--- config.mk ---
export PLATFORM = sky130hd
export DESIGN_NAME = decoder_seq_sweep
export DESIGN_NICKNAME = d
export VERILOG_FILES = /design/src/rtl/decoder_seq_pkg.sv /design/src/rtl/decoder_shift_core.sv /design/src/rtl/decoder_seq_sweep.sv
export SDC_FILE = /design/constraint.sdc
export NUM_CORES = 1
export LEC_CHECK = 0
export ABC_AREA = 1
export CAP_MARGIN = 20
export CORE_MARGIN = 4
export CORE_UTILIZATION = 40
export CTS_CLUSTER_DIAMETER = 60
export DETAILED_ROUTE_END_ITERATION = 8
export GPL_ROUTABILITY_DRIVEN = 0
export GPL_TIMING_DRIVEN = 0
export PLACE_DENSITY = 0.74
export SLEW_MARGIN = 5
export SYNTH_ARGS = -nofsm -noshare
export SYNTH_HDL_FRONTEND = slang
export SYNTH_SLANG_ARGS = --single-unit
--- constraint.sdc ---
create_clock -name clk -period 3.4 [get_ports clk]
set_input_delay 0.68 -clock clk [delete_from_list [all_inputs] [get_ports clk]]
set_output_delay 0.68 -clock clk [all_outputs]
set_load 0.005 [all_outputs]
--- src/rtl/decoder_seq_pkg.sv ---
// -----------------------------------------------------------------------------
// decoder_seq_pkg
// Shared types and constants for the sequential one-hot decoder.
//   state_e      : controller state (IDLE, DIRECT, SWEEP)
//   MODE_DIRECT  : mode input value selecting externally supplied codes
//   MODE_SWEEP   : mode input value selecting the self-driven code sweep
//   step_cnt_width() : width of the per-code step counter for a given STEP
// -----------------------------------------------------------------------------
package decoder_seq_pkg;

    typedef enum logic [1:0] {
        IDLE   = 2'd0,
        DIRECT = 2'd1,
        SWEEP  = 2'd2
    } state_e;

    localparam logic MODE_DIRECT = 1'b0;
    localparam logic MODE_SWEEP  = 1'b1;

    // A STEP of 1 still needs a 1-bit counter so the port/flop never collapses
    // to zero width.
    function automatic int step_cnt_width(input int step);
        return (step <= 32'sd1) ? 32'sd1 : $clog2(step);
    endfunction

endpackage

--- src/rtl/decoder_shift_core.sv ---
// -----------------------------------------------------------------------------
// decoder_shift_core
// Purely combinational N-to-2**N decoder: onehot = 1 << code.
//   code   in  N      binary code
//   onehot out 2**N   one-hot image of code
// -----------------------------------------------------------------------------
module decoder_shift_core #(
    parameter int N = 4
) (
    input  logic [N-1:0]      code,
    output logic [(2**N)-1:0] onehot
);

    localparam int W = 2**N;

    // Shift a single set bit into the position named by code.
    always_comb begin
        onehot = {{(W-1){1'b0}}, 1'b1} << code;
    end

endmodule

--- src/rtl/decoder_seq_sweep.sv ---
// -----------------------------------------------------------------------------
// decoder_seq_sweep
// Registered N-to-2**N one-hot decoder with valid/ready on both sides and a
// self-driven sweep mode that emits every code in order, one per STEP cycles.
//   clk        in   rising-edge clock
//   rst_n      in   synchronous active-low reset
//   en         in   block enable; dropping it returns the block to IDLE
//   mode       in   0 = DIRECT, 1 = SWEEP, sampled only in IDLE
//   in_valid   in   in_code is valid (DIRECT only)
//   in_code    in   code to decode
//   in_ready   out  in_code is accepted this cycle when in_valid is high
//   out_valid  out  result slot holds a result
//   out_ready  in   consumer takes the result this cycle
//   out_onehot out  one-hot result (bit out_code set)
//   out_code   out  code that produced out_onehot
//   out_last   out  sweep result is the final code 2**N-1
// -----------------------------------------------------------------------------
module decoder_seq_sweep
    import decoder_seq_pkg::*;
#(
    parameter int N    = 4,
    parameter int STEP = 1
) (
    input  logic              clk,
    input  logic              rst_n,
    input  logic              en,
    input  logic              mode,
    input  logic              in_valid,
    input  logic [N-1:0]      in_code,
    output logic              in_ready,
    output logic              out_valid,
    input  logic              out_ready,
    output logic [(2**N)-1:0] out_onehot,
    output logic [N-1:0]      out_code,
    output logic              out_last
);

    localparam int              W         = 2**N;
    localparam int              SW        = step_cnt_width(STEP);
    localparam logic [SW-1:0]   STEP_LAST = SW'(STEP - 1);
    localparam logic [N-1:0]    CODE_MAX  = {N{1'b1}};

    state_e          state_q,     state_d;
    logic [N-1:0]    sweep_cnt_q, sweep_cnt_d;
    logic [SW-1:0]   step_cnt_q,  step_cnt_d;
    logic            out_valid_q, out_valid_d;
    logic [W-1:0]    out_onehot_q, out_onehot_d;
    logic [N-1:0]    out_code_q,  out_code_d;
    logic            out_last_q,  out_last_d;

    logic            slot_free_s;
    logic            in_ready_s;
    logic            accept_s;
    logic            step_done_s;
    logic            emit_s;
    logic            sweep_start_s;
    logic [N-1:0]    core_code_s;
    logic [W-1:0]    core_onehot_s;

    // Single shared decoder; its input is steered by the active mode.
    decoder_shift_core #(
        .N (N)
    ) u_core (
        .code   (core_code_s),
        .onehot (core_onehot_s)
    );

    // Handshake qualifiers: the slot can take a new result when it is empty
    // or being drained this cycle, so back-to-back transfers have no bubble.
    always_comb begin
        slot_free_s   = !out_valid_q || out_ready;
        in_ready_s    = (state_q == DIRECT) && en && slot_free_s;
        accept_s      = in_ready_s && in_valid;
        step_done_s   = (step_cnt_q == STEP_LAST);
        emit_s        = (state_q == SWEEP) && en && slot_free_s && step_done_s;
        sweep_start_s = (state_q == IDLE) && en && (mode == MODE_SWEEP);
        if (state_q == SWEEP) begin
            core_code_s = sweep_cnt_q;
        end else begin
            core_code_s = in_code;
        end
    end

    // Controller: mode is only looked at in IDLE; en low always returns to IDLE.
    always_comb begin
        state_d = state_q;
        case (state_q)
            IDLE: begin
                if (en) begin
                    if (mode == MODE_SWEEP) begin
                        state_d = SWEEP;
                    end else begin
                        state_d = DIRECT;
                    end
                end else begin
                    state_d = IDLE;
                end
            end
            DIRECT, SWEEP: begin
                if (en) begin
                    state_d = state_q;
                end else begin
                    state_d = IDLE;
                end
            end
            default: begin
                state_d = IDLE;
            end
        endcase
    end

    // Sweep counters: both freeze under backpressure so no code is skipped.
    always_comb begin
        sweep_cnt_d = sweep_cnt_q;
        step_cnt_d  = step_cnt_q;
        if (sweep_start_s) begin
            sweep_cnt_d = {N{1'b0}};
            step_cnt_d  = {SW{1'b0}};
        end else if ((state_q == SWEEP) && en && slot_free_s) begin
            if (step_done_s) begin
                sweep_cnt_d = sweep_cnt_q + N'(1);
                step_cnt_d  = {SW{1'b0}};
            end else begin
                sweep_cnt_d = sweep_cnt_q;
                step_cnt_d  = step_cnt_q + SW'(1);
            end
        end else begin
            sweep_cnt_d = sweep_cnt_q;
            step_cnt_d  = step_cnt_q;
        end
    end

    // Result slot: load on accept/emit, otherwise drain on out_ready, otherwise
    // hold everything stable.
    always_comb begin
        out_valid_d  = out_valid_q;
        out_onehot_d = out_onehot_q;
        out_code_d   = out_code_q;
        out_last_d   = out_last_q;
        if (accept_s || emit_s) begin
            out_valid_d  = 1'b1;
            out_onehot_d = core_onehot_s;
            out_code_d   = core_code_s;
            if (emit_s) begin
                out_last_d = (sweep_cnt_q == CODE_MAX);
            end else begin
                out_last_d = 1'b0;
            end
        end else if (out_ready) begin
            out_valid_d = 1'b0;
        end else begin
            out_valid_d = out_valid_q;
        end
    end

    // State and output registers with synchronous active-low reset.
    always_ff @(posedge clk) begin
        if (!rst_n) begin
            state_q      <= IDLE;
            sweep_cnt_q  <= {N{1'b0}};
            step_cnt_q   <= {SW{1'b0}};
            out_valid_q  <= 1'b0;
            out_onehot_q <= {W{1'b0}};
            out_code_q   <= {N{1'b0}};
            out_last_q   <= 1'b0;
        end else begin
            state_q      <= state_d;
            sweep_cnt_q  <= sweep_cnt_d;
            step_cnt_q   <= step_cnt_d;
            out_valid_q  <= out_valid_d;
            out_onehot_q <= out_onehot_d;
            out_code_q   <= out_code_d;
            out_last_q   <= out_last_d;
        end
    end

    assign in_ready   = in_ready_s;
    assign out_valid  = out_valid_q;
    assign out_onehot = out_onehot_q;
    assign out_code   = out_code_q;
    assign out_last   = out_last_q;

endmodule

* Word-level counts from Yosys, hierarchy flattened *
Index checks and enable logic that the tools add are counted.

word-level totals
  flip-flop bits (word level) = 29
  input port bits = 10
  output and inout bits = 23
  word-level logic and storage cells = 41

cells by class
  add/subtract/negate cells = 2
  equal/unequal tests = 4
  shift operators = 1
  muxes and demuxes = 9
  bitwise operators = 2
  reductions and logical operators = 16

operators by type and width
  cell                  number
  $shl 1x4->16 const A  1
  $logic_and 1x1->1     8
  $mux 2                3
  $add 4x1->4 const B   1
  $eq 4x4->1 const B    1
  $mux 1                4
  $mux 4                1
  $pmux 2 s2            1
  $reduce_or 2->1       2
  $eq 2x1->1 const B    1
  $eq 2x2->1 const B    1
  $logic_not 2->1       1
  $logic_or 1x1->1      2
  $ne 2x2->1 const B    1
  $not 1->1             2
  $reduce_and 2->1      1
  $reduce_bool 2->1     1
  $add 1x1->1 const B   1
  $logic_not 1->1       1

* Depth between registers and ports, before layout *
  word-level depth = 6
  depth in mapped cells = 10
  depth with buffers taken out = 9

* Hierarchy *
A second synthesis with hierarchy kept.

unflattened totals
  cell total of the unflattened synthesis = 233
  area, all modules = 1607.8 µm²

modules (own cells, without submodules)
  module              times used  cells each  area each (µm²)  seq. area each (µm²)
  decoder_seq_sweep   1           203         1481.4           560.5
  decoder_shift_core  1           30          126.4            0.0

* Worst setup path after synthesis *
No wires, ideal clock.

  path kind = input-to-output
  start = in out_ready
  end = out in_ready
  data arrival time = 0.995 ns
  data required time = 2.720 ns
  path slack = 1.725 ns
  stages = 4
  buffers on the path = 0
  path through = inv_1 nand2_1 inv_1 nor2_1

on the way
  longest elaborated chain between the ends = 2

RTL lines
  element            line                     RTL
  from (decl)        decoder_seq_sweep.sv:32  input logic out_ready,
  $logic_or 1x1->1   decoder_seq_sweep.sv:71  slot_free_s = !out_valid_q || out_ready;
  $logic_and 1x1->1  decoder_seq_sweep.sv:72  in_ready_s = (state_q == DIRECT) && en && slot_free_s;
  to (decl)          decoder_seq_sweep.sv:30  output logic in_ready,

No other way between the ends.

* Worst setup path after layout *
  start = in en
  end = out in_ready

on the way
  longest elaborated chain between the ends = 2

RTL lines
  element                          line                     RTL
  from (decl)                      decoder_seq_sweep.sv:26  input logic en,
  $logic_and 1x1->1 (2 in series)  decoder_seq_sweep.sv:72

No other way between the ends.

==> summary.txt <==
Synthesis
  • Synth Area in Compound Gates: 14.57%
  • Post-synthesis sequential area ratio: between 40% and 50%
  • Synth Area in Adders: roughly 3.9%
  • Post-synth cell types: 20
  • Cells after synthesis: around 170
  • Net count after synthesis: 186
  • Largest family of logic cells by synthesized area: simple AND/OR/NAND/NOR gates
  • Post-Synth XOR/XNOR Area: less than 1%
  • Mux cell area share after synthesis: 0%
  • Post-synthesis cell area: 0.001280 mm²
  • Synth Area in Simple Gates: between 20 and 30%
  • #FFs+latches synth: 28
  • Post-Syn Area per Cell: around 7.4 µm²
  • YS warnings: 0

STA
  • Pins Over Slew Limit: 0
  • Slew @ Worst Pin: 551.9 ps
  • RSZ-0062 raised after global routing: false
  • Max Clock Skew: 6.899 ps
  • Final worst-path cycle share: 79.86%
  • Final hold vios: 0
  • Crit path time final: between 2000 and 3000 ps
  • Rel. slew slack: 62.82%
  • Final setup viols: 0
  • Fmax: around 370 MHz
  • TNS Setup: 0 ps

Route
  • Routed Antenna Nets: 0
  • Total Wirelength: 2836 µm
  • Avg WL per Cell: between 10 and 15 µm
  • Vias: 1206
  • Routed vias/inst: between 4 and 5
  • DRC viols: 0
  • Pre-antenna DRT Iters: 4
  • 1st-iter DRT viols: around 110

Placement
  • Cell Area, Placed: roughly 0.0017 mm²
  • PortBufs: 32
  • DP Wirelength: roughly 2200 µm

Power
  • Pwr dens: between 300 and 400 mW/mm²
  • IR drop worst, VDD: between 0.15 and 0.2 mV
  • Lkg Pwr: ~0.64 nW

Worst setup path
  • CP required: between 2000 and 3000 ps
  • Worst Setup Path Type: primary input to output port
  • WP buf/inv: 2
  • CP peak stage delay: approximately 630 ps
  • Nature of the critical path startpoint: primary input
  • Critical Path Fanout Max: 6
  • Reg2reg path depth: 7
  • Delay-heaviest family, CP: buffers and inverters
  • CP max-delay cell: clkdlybuf4s50_1
  • Worst r2r dst: out_onehot[12]
  • Crit-path cells: clkdlybuf4s50_1 -> nand2_2 -> nor2_1 -> clkdlybuf4s50_1
  • FF-to-FF setup slack: ~1700 ps
  • RR Startpoint: state_q[0]
  • CP arrival: ~2000 ps
  • CP most frequent cell: clkdlybuf4s50_1
  • Crit path capture type: output port

Die
  • Initial Util: between 40% and 50%
  • Die ar.: around 0.0042 mm²
  • # rows: 20
  • Die height: approximately 65 µm
  • Die Span X: approximately 65 µm
  • Total core area: ~0.0031 mm²
  • IO Pins: 33

Global route
  • Largest net degree at the start of global routing: 16
  • First-pass GRT wire length: ~4900 µm
  • Vias in the first global route: about 1100
  • Total GRT Usage: between 10% and 20%
  • GR Overflow Total: 0
  • Initial antenna violation count: 0

Worst hold path
  • HP Start: out_onehot[6]
  • Worst hold path cell count: 2
  • Hold Crit Endpoint: out_onehot[6]
  • Worst Hold Class: flip-flop to flip-flop

Finish
  • Diode count: 0
  • Post-Layout Inst Area: 0.001692 mm²
  • Sequential cell area: 560.5 µm²
  • Layout area overhead: 32.16%
  • Nets: around 220
  • Fill cells: roughly 280
  • Layout cells sized above 1: 7.212%
  • Area taken by multi-input logic gates: ~600 µm²

Clock network
  • CTS tree: built
  • # hold bufs at CTS: 0
  • Maximum buffer depth of the clock tree: 2
  • Clock tree root buffer cell: clkbuf_4
  • CTS resizes: 0
  • Postcts setup bufs: 0
  • Clock-pin slew on the worst setup and hold paths: around 150 ps
  • Clk_lat worst skew: around 330 ps
  • H-tree levels: 1
  • Sink Count: 28
  • Num CTS Buffers: 3

Job
  • Max-capacitance violation count: 0

Run status
  • Status: finished, final reports clean
registers in the layout (all words and copies together) (netlist names):
signal	count
out_onehot	16
state_q	2
out_valid	1
sweep_cnt_q	4
out_code	4
out_last	1
per-stage QoR:
step	util, %	setup slack, ps	total power, mW	instances	hold WS [ps]
finish	55.41	684.6	0.5836	252	474.8
global route	55.41	608.8	0.6149	252	505.3
CTS	55.41	674.7	0.5878	252	475.6
detailed placement	54.22	675.9	0.4272	248	455.3
global placement	54.22	685.1	0.4260	248	455.5
floorplan	-	1725	0.3935	172	438.9
per-layer routing:
layer | share of wire (%) | GRT usage (%)
met1 | 48 | 20.38
met2 | 44 | 21.91
met3 | 4.9 | 2.773
met4 | 2.5 | 8.707
met5 | 0 | 0
cell usage in the layout (no fill, tap or decap), drive strengths merged:
cell           instances
clkbuf                 5
clkinv                 1
buf                    4
nand3                 23
clkdlybuf4s50         32
dfxtp                 28
o21a                   1
nor2                  14
xor2                   1
nand2                 42
ha                     4
inv                   17
o21ai                 11
a21oi                 24
nor3                   1
Yosys cell counts:
library cell | count | area [µm²]
nand2_1 | 40 | 150.1
dfxtp_1 | 28 | 560.5
a21oi_1 | 24 | 120.1
nand3_1 | 21 | 105.1
inv_1 | 15 | 56.30
nor2_1 | 14 | 52.55
o21ai_0 | 10 | 50.05
buf_6 | 4 | 45.04
ha_1 | 4 | 50.05
inv_2 | 2 | 7.510
clkbuf_1 | 1 | 3.750
clkinv_1 | 1 | 3.750
nand2_2 | 1 | 6.260
nand2_4 | 1 | 11.26
nand3_2 | 1 | 10.01
nand3_4 | 1 | 17.52
nor3_1 | 1 | 5.000
o21a_1 | 1 | 7.510
o21ai_2 | 1 | 8.760
xor2_1 | 1 | 8.760
logic make-up after synthesis:
| kind of cell | after synthesis |
|---|---|
| DFF | 28 |
| and+or+nand+nor | 80 |
| AOI/OAI and AO/OA | 36 |
| xor gates and xnor gates | 1 |
| adders and majority gates | 4 |
| buffers and inverters | 23 |
how the worst max path moves through the flow:
stage / startpoint / slack (ps) / cells after the start / to
2_1_floorplan: out_ready / 1730 / 4 / in_ready
3_3_place_gp: en / 690 / 4 / in_ready
3_5_place_dp: en / 680 / 4 / in_ready
4_1_cts: en / 670 / 4 / in_ready
5_1_grt: en / 610 / 4 / in_ready
6_report: en / 680 / 4 / in_ready
power breakdown:
part	switching, mW	total, mW	leakage [nW]	internal, mW
Sequential	0.00366	0.338	0.226	0.334
Clock	0.0980	0.164	0.0210	0.0657
Combinational	0.0473	0.0820	0.391	0.0348
tightest hold or removal path, delay by kind of cell (launching register included):
kind             cells  cell delay [ps]
AO/OA/AOI/OAI        1               50
AND/OR/NAND/NOR      1               60
flip-flops           1              340
final cells by class:
class / count / area share, %
Inverter: 18 / 3.994
Sequential cell: 28 / 33.14
Multi-Input combinational cell: 121 / 35.65
Tap cell: 44 / 3.254
Buffer: 5 / 2.885
Clock buffer: 4 / 2.145
Timing Repair Buffer: 32 / 18.93
No activity file was read; power rests on OpenSTA's default activity.
